[src/rtl/app_spi_responder.sv]
// app_spi_responder: SPI mode-0 responder that turns {RW, ADDR} + DATA frames
//   into single-cycle register-bus reads and writes, oversampling async pins.
// Latency: pin edge -> event 3 OPB_CLK cycles; REG_WE 1 cycle after final rise event.
// Backpressure: none; the register bus must accept any strobe in the cycle it is issued.
//
// Ports:
//   OPB_CLK / OPB_RST        system clock, synchronous active-high reset
//   APP_FPGA_SPI_CLK/CS_N/MOSI/MISO  SPI pins (inputs asynchronous)
//   REG_ADDR/WDATA/WE/RE     register bus out; REG_RDATA sampled 1 cycle after REG_RE
//   BUSY                     synchronized CS active
//   FRAME_ERR                one-cycle pulse when a frame is cut short by CS release
module app_spi_responder #(
  parameter int DATA_WIDTH = 32,
  parameter int ADDR_WIDTH = 7
) (
  input  logic                  OPB_CLK,
  input  logic                  OPB_RST,
  input  logic                  APP_FPGA_SPI_CLK,
  input  logic                  APP_FPGA_SPI0_CS_N,
  input  logic                  APP_FPGA_SPI0_MOSI,
  output logic                  APP_FPGA_SPI0_MISO,
  output logic [ADDR_WIDTH-1:0] REG_ADDR,
  output logic [DATA_WIDTH-1:0] REG_WDATA,
  output logic                  REG_WE,
  output logic                  REG_RE,
  input  logic [DATA_WIDTH-1:0] REG_RDATA,
  output logic                  BUSY,
  output logic                  FRAME_ERR
);
  localparam int FRAME_LEN = 1 + ADDR_WIDTH + DATA_WIDTH;
  localparam int CNT_W     = $clog2(FRAME_LEN + 1);
  localparam logic [CNT_W-1:0] HDR_LAST  = CNT_W'(ADDR_WIDTH);
  localparam logic [CNT_W-1:0] DATA_LAST = CNT_W'(FRAME_LEN - 1);

  typedef enum logic [2:0] {S_IDLE, S_HDR, S_RD, S_WR, S_DONE} state_t;

  // [0] and [1] are the synchronizer stages, [2] is the edge-detect register.
  logic [2:0] sclk_sync_q, sclk_sync_d;
  logic [2:0] cs_sync_q,   cs_sync_d;
  logic [2:0] mosi_sync_q, mosi_sync_d;

  // After reset, CS_N must be seen high before a frame may start, so that the
  // tail of a frame interrupted by reset is not mistaken for a new frame.
  logic [1:0] settle_q, settle_d;
  logic       armed_q,  armed_d;

  state_t                  state_q,   state_d;
  logic [CNT_W-1:0]        bit_cnt_q, bit_cnt_d;
  logic [ADDR_WIDTH-1:0]   hdr_q,     hdr_d;
  logic [DATA_WIDTH-2:0]   rx_q,      rx_d;
  logic [DATA_WIDTH-1:0]   tx_q,      tx_d;
  logic                    miso_q,    miso_d;
  logic [ADDR_WIDTH-1:0]   addr_q,    addr_d;
  logic [DATA_WIDTH-1:0]   wdata_q,   wdata_d;
  logic                    we_q,      we_d;
  logic                    re_q,      re_d;
  logic                    load_q,    load_d;
  logic                    err_q,     err_d;

  logic                    rise, fall, cs_fall, cs_rise, mosi_bit, last_rise;
  logic [ADDR_WIDTH:0]     hdr_shift;
  logic [DATA_WIDTH-1:0]   rx_shift;

  assign rise      = sclk_sync_q[1] & ~sclk_sync_q[2];
  assign fall      = ~sclk_sync_q[1] & sclk_sync_q[2];
  assign cs_fall   = ~cs_sync_q[1] & cs_sync_q[2] & armed_q;
  assign cs_rise   = cs_sync_q[1] & ~cs_sync_q[2];
  assign mosi_bit  = mosi_sync_q[1];
  assign last_rise = rise && (bit_cnt_q == DATA_LAST);
  assign hdr_shift = {hdr_q, mosi_bit};
  assign rx_shift  = {rx_q, mosi_bit};

  always_comb begin
    sclk_sync_d = {sclk_sync_q[1:0], APP_FPGA_SPI_CLK};
    cs_sync_d   = {cs_sync_q[1:0],   APP_FPGA_SPI0_CS_N};
    mosi_sync_d = {mosi_sync_q[1:0], APP_FPGA_SPI0_MOSI};
    settle_d    = (settle_q == 2'd3) ? settle_q : settle_q + 2'd1;
    armed_d     = armed_q | ((settle_q == 2'd3) & cs_sync_q[2]);

    state_d   = state_q;
    bit_cnt_d = bit_cnt_q;
    hdr_d     = hdr_q;
    rx_d      = rx_q;
    tx_d      = tx_q;
    miso_d    = miso_q;
    addr_d    = addr_q;
    wdata_d   = wdata_q;
    we_d      = 1'b0;
    re_d      = 1'b0;
    load_d    = 1'b0;
    err_d     = 1'b0;

    unique case (state_q)
      S_IDLE: begin
        miso_d = 1'b0;
        if (cs_fall) begin
          state_d   = S_HDR;
          bit_cnt_d = '0;
          hdr_d     = '0;
          rx_d      = '0;
        end
      end
      S_HDR: begin
        if (cs_rise) begin
          state_d = S_IDLE;
          err_d   = 1'b1;
        end else if (rise) begin
          hdr_d     = hdr_shift[ADDR_WIDTH-1:0];
          bit_cnt_d = bit_cnt_q + CNT_W'(1);
          if (bit_cnt_q == HDR_LAST) begin
            addr_d = hdr_shift[ADDR_WIDTH-1:0];
            miso_d = 1'b0;
            if (hdr_shift[ADDR_WIDTH]) begin
              state_d = S_RD;
              re_d    = 1'b1;  // registered: high in the first RD cycle
            end else begin
              state_d = S_WR;
            end
          end
        end
      end
      S_RD: begin
        load_d = re_q;
        if (load_q) begin
          tx_d = REG_RDATA;
        end else if (fall) begin
          miso_d = tx_q[DATA_WIDTH-1];
          tx_d   = tx_q << 1;
        end
        if (rise) begin
          bit_cnt_d = bit_cnt_q + CNT_W'(1);
        end
        // A CS release coinciding with the final rise completes the frame.
        if (last_rise) begin
          state_d = cs_rise ? S_IDLE : S_DONE;
          miso_d  = 1'b0;
        end else if (cs_rise) begin
          state_d = S_IDLE;
          err_d   = 1'b1;
          miso_d  = 1'b0;
        end
      end
      S_WR: begin
        if (rise) begin
          rx_d      = rx_shift[DATA_WIDTH-2:0];
          bit_cnt_d = bit_cnt_q + CNT_W'(1);
        end
        if (last_rise) begin
          wdata_d = rx_shift;
          we_d    = 1'b1;
          state_d = cs_rise ? S_IDLE : S_DONE;
        end else if (cs_rise) begin
          state_d = S_IDLE;
          err_d   = 1'b1;
        end
      end
      S_DONE: begin
        miso_d = 1'b0;
        if (cs_rise) state_d = S_IDLE;
      end
      default: state_d = S_IDLE;
    endcase
  end

  always_ff @(posedge OPB_CLK) begin
    if (OPB_RST) begin
      sclk_sync_q <= '0;
      cs_sync_q   <= '1;
      mosi_sync_q <= '0;
      settle_q    <= '0;
      armed_q     <= 1'b0;
      state_q     <= S_IDLE;
      bit_cnt_q   <= '0;
      hdr_q       <= '0;
      rx_q        <= '0;
      tx_q        <= '0;
      miso_q      <= 1'b0;
      addr_q      <= '0;
      wdata_q     <= '0;
      we_q        <= 1'b0;
      re_q        <= 1'b0;
      load_q      <= 1'b0;
      err_q       <= 1'b0;
    end else begin
      sclk_sync_q <= sclk_sync_d;
      cs_sync_q   <= cs_sync_d;
      mosi_sync_q <= mosi_sync_d;
      settle_q    <= settle_d;
      armed_q     <= armed_d;
      state_q     <= state_d;
      bit_cnt_q   <= bit_cnt_d;
      hdr_q       <= hdr_d;
      rx_q        <= rx_d;
      tx_q        <= tx_d;
      miso_q      <= miso_d;
      addr_q      <= addr_d;
      wdata_q     <= wdata_d;
      we_q        <= we_d;
      re_q        <= re_d;
      load_q      <= load_d;
      err_q       <= err_d;
    end
  end

  assign APP_FPGA_SPI0_MISO = miso_q & (state_q == S_RD);
  assign REG_ADDR           = addr_q;
  assign REG_WDATA          = wdata_q;
  assign REG_WE             = we_q;
  assign REG_RE             = re_q;
  assign BUSY               = ~cs_sync_q[1];
  assign FRAME_ERR          = err_q;

endmodule

[config.mk]
export PLATFORM = sky130hd
export DESIGN_NAME = app_spi_responder
export DESIGN_NICKNAME = d
export VERILOG_FILES = /design/src/rtl/app_spi_responder.sv
export SDC_FILE = /design/constraint.sdc
export NUM_CORES = 1
export LEC_CHECK = 0
export BUFFER_PORTS_ARGS = -buffer_cell sky130_fd_sc_hd__buf_2
export CORE_UTILIZATION = 57
export DETAILED_ROUTE_END_ITERATION = 7
export PLACE_DENSITY = 0.79
export SLEW_MARGIN = 10
export SYNTH_ARGS = -nofsm -noshare
export SYNTH_HDL_FRONTEND = slang
export SYNTH_SLANG_ARGS = --single-unit
[constraint.sdc]
create_clock -name OPB_CLK -period 2.25 [get_ports OPB_CLK]
set_input_delay 0.225 -clock OPB_CLK [delete_from_list [all_inputs] [get_ports OPB_CLK]]
set_output_delay 0.225 -clock OPB_CLK [all_outputs]
set_load 0.1 [all_outputs]
==> run metrics <==
status finished, final reports clean; share of cells above drive strength 1 0.193; Placed Area 6110 µm²; predominant post-synthesis flop cell dfxtp_1; Slew Viols, Final 0; worst flop-to-flop path endpoint bit_cnt_q[3]; vias 4485; largest family of logic cells by synthesized area simple AND/OR/NAND/NOR gates; Synth Area in Compound Gates 0.127; Num CTS Buffers 17; switching part of the total 0.208; crit path from state_q[1]; Synth Area in Simple Gates 0.225; Max transition margin 0.512; Sw Pwr 1.10 mW; Setup Slack @ Placement 0.268 ns; routability cong. 0.815; fin util 0.694; Comb pwr share 0.030; Final min period 2.09 ns; period utilization 0.930; Slowest cell on crit path dfxtp_1; first-pass GRT wire length 18.4 mm; Power Dens Cells 788 nW/µm²; critical path class reg -> out; global route hottest layer met2; Max-cap violations 0; CP cell instances nor3b_2 -> buf_4 -> and2_1 -> clkbuf_4; clock-pin slew on the worst setup and hold paths 0.06 ns; Crit path arrival time 1.87 ns; leakage 2.35 nW; I/O pins 81; Reg power frac 0.451; latest clock arrival within the worst-skew pair 0.51 ns; clk sinks 134; clock share of power 0.519; Hold WS 0.0553 ns; fin cells 822; top cell type by total area after synthesis dfxtp_1; Hold Crit Class in -> reg; drt pass-1 iters 4; Non-Filler Cell Area, Final 6750 µm²; max frequency 478 MHz; GRT Residual Overflow 0; Worst R2R Path Depth 4; DRC violations left 0; Routed Antenna Nets 0; Max stage delay on crit path 0.46 ns; met3 Resource Use GR 0.0588; Layout Nets 715; Slew @ Worst Pin 0.732 ns; initial antenna violation count 0; most frequent cell after synthesis dfxtp_1; family with the most delay on the worst path buffers and inverters; die width 102 µm; synth unique cells 47; post-DR wirelength/cell 13.6 µm; register bit total from synthesis 134; # H-tree levels 4; Initial Utilization 0.584; CTS tree built; chip height 102 µm; row cnt 36; post-CTS setup buffer count 0; Post-Synth XOR/XNOR Area 0.00154; vias in the first global route 4057; CP max FO 9; Fin. Hold Viols 0; Floorplan Core Area 9730 µm²; CTS root buf clkbuf_8; grt met1 use 0.277; Async SR Flop Fraction 0; top-area cell type share of the netlist area 0.472; clock skew 0.0123 ns; setup TNS 0 ns; Worst EP required 2.03 ns; RSZ-0062 raised after global routing no; EDFF count, synth 0; top cells by count, synth 134 x dfxtp_1, 70 x nand2_1, 67 x mux2i_1; post-route worst setup slack 0.157 ns; Buf/Inv on CP 2; Crit path depth 4; P_int 4.21 mW; post-synthesis mux area share 0.122; largest cells by area after synthesis dfxtp_1 47%, mux2i_1 12%, a21oi_1 4.8%; Avg Inst Size Synth 9.25 µm²; Cell Area, Synth 5680 µm²; kind of end point of the critical path output port; Startpoint Class flip-flop; syn nets 653; antenna cell count 0; Cells after Synth 614; full die area 10400 µm²; CP Capture Point APP_FPGA_SPI0_MISO; Port Buffers 80; synthesized-area fraction occupied by adder cells 0.00440; Total GRT Usage 0.225; Yosys warning count 0; worst vdd ir 665 µV; flop-to-flop setup slack 0.23 ns; Pwr Total 5.32 mW; largest net degree at the start of global routing 96; M2 GR Usage 0.378; routed wire length 11.2 mm; P&R area growth vs syn 18.8%; R2R Path Start state_q[0]; clock buffer depth 2; initial DRC count 124; # setup viols final 0; Cells after DPL 786; dpl hpwl 6.90 mm; vias per cell 5.46; Seq/Total Area, Yosys 0.472
layout by cell type, fill, tap and decap left out, drive strengths merged, types with 4 or more instances in the layout:
| master | count |
|---|---|
| dlygate4sd3 | 4 |
| a21oi | 57 |
| nand3 | 12 |
| mux2i | 67 |
| nor2b | 9 |
| dfxtp | 134 |
| buf | 89 |
| nand2b | 40 |
| nand3b | 31 |
| o21ai | 16 |
| clkinv | 6 |
| nand4 | 8 |
| clkbuf | 22 |
| a211oi | 37 |
| nor2 | 37 |
| nand2 | 70 |
| nor3b | 6 |
cells by family after synthesis:
logic type / count (synthesis)
AOI/OAI and AO/OA: 119
xor gates and xnor gates: 1
adders and majority gates: 2
buffers and inverters: 53
DFF: 134
muxes: 69
and+or+nand+nor: 236
worst register-to-register path, stage by stage, from the launching register on:
cell      delay, ns
dfxtp_1        0.59
nor2_1         0.24
or3_1          0.49
a211oi_1       0.39
mux2i_1        0.24
power groups by stage:
stage	sequential (mW)	clock (mW)	combinational (mW)
2_1_floorplan	2.45	0	0.106
3_3_place_gp	2.45	0	0.149
3_5_place_dp	2.45	0	0.155
4_1_cts	2.40	2.80	0.161
5_1_grt	2.40	2.92	0.176
6_report	2.40	2.76	0.159
state kept, by name, summed over array words and instances (netlist names):
name,cells
REG_WDATA,32
tx_q,32
rx_q,31
REG_ADDR,7
hdr_q,7
bit_cnt_q,6
cs_sync_q,3
sclk_sync_q,3
state_q,3
mosi_sync_q,2
settle_q,2
FRAME_ERR,1
REG_RE,1
REG_WE,1
armed_q,1
load_q,1
miso_q,1
how the worst min path moves through the flow:
stage          depth (start not counted)          startpoint            to
6_report                               3       REG_RDATA[15]      tx_q[15]
3_3_place_gp                           1        cs_sync_q[0]  cs_sync_q[1]
3_5_place_dp                           1        cs_sync_q[0]  cs_sync_q[1]
5_1_grt                                3       REG_RDATA[23]      tx_q[23]
2_1_floorplan                          1  APP_FPGA_SPI0_CS_N  cs_sync_q[0]
4_1_cts                                3       REG_RDATA[15]      tx_q[15]
routing by layer:
metal | part of all wire | up-vias
li1 | - | 2275
met2 | 0.50 | 107
met3 | 0.043 | 13
met4 | 0.013 | 0
met5 | 0 | -
met1 | 0.44 | 2090
layout make-up:
class	instances	area, µm²
clock buffers	21	449
clock inverters	11	148
fillers	763	2980
inverters	2	7.51
multi-input cells	427	2740
flip-flops and latches	134	2680
well taps	133	166
repair buffers	94	558
timing repair:
item / 4_1_cts / 5_1_grt
gates resized for setup: 0 / 1
hold buffers: 4 / 0
endpoints found under the setup margin: 0 / 1
endpoints found under the hold margin: 4 / 0
(Power assumes the default switching activity.)
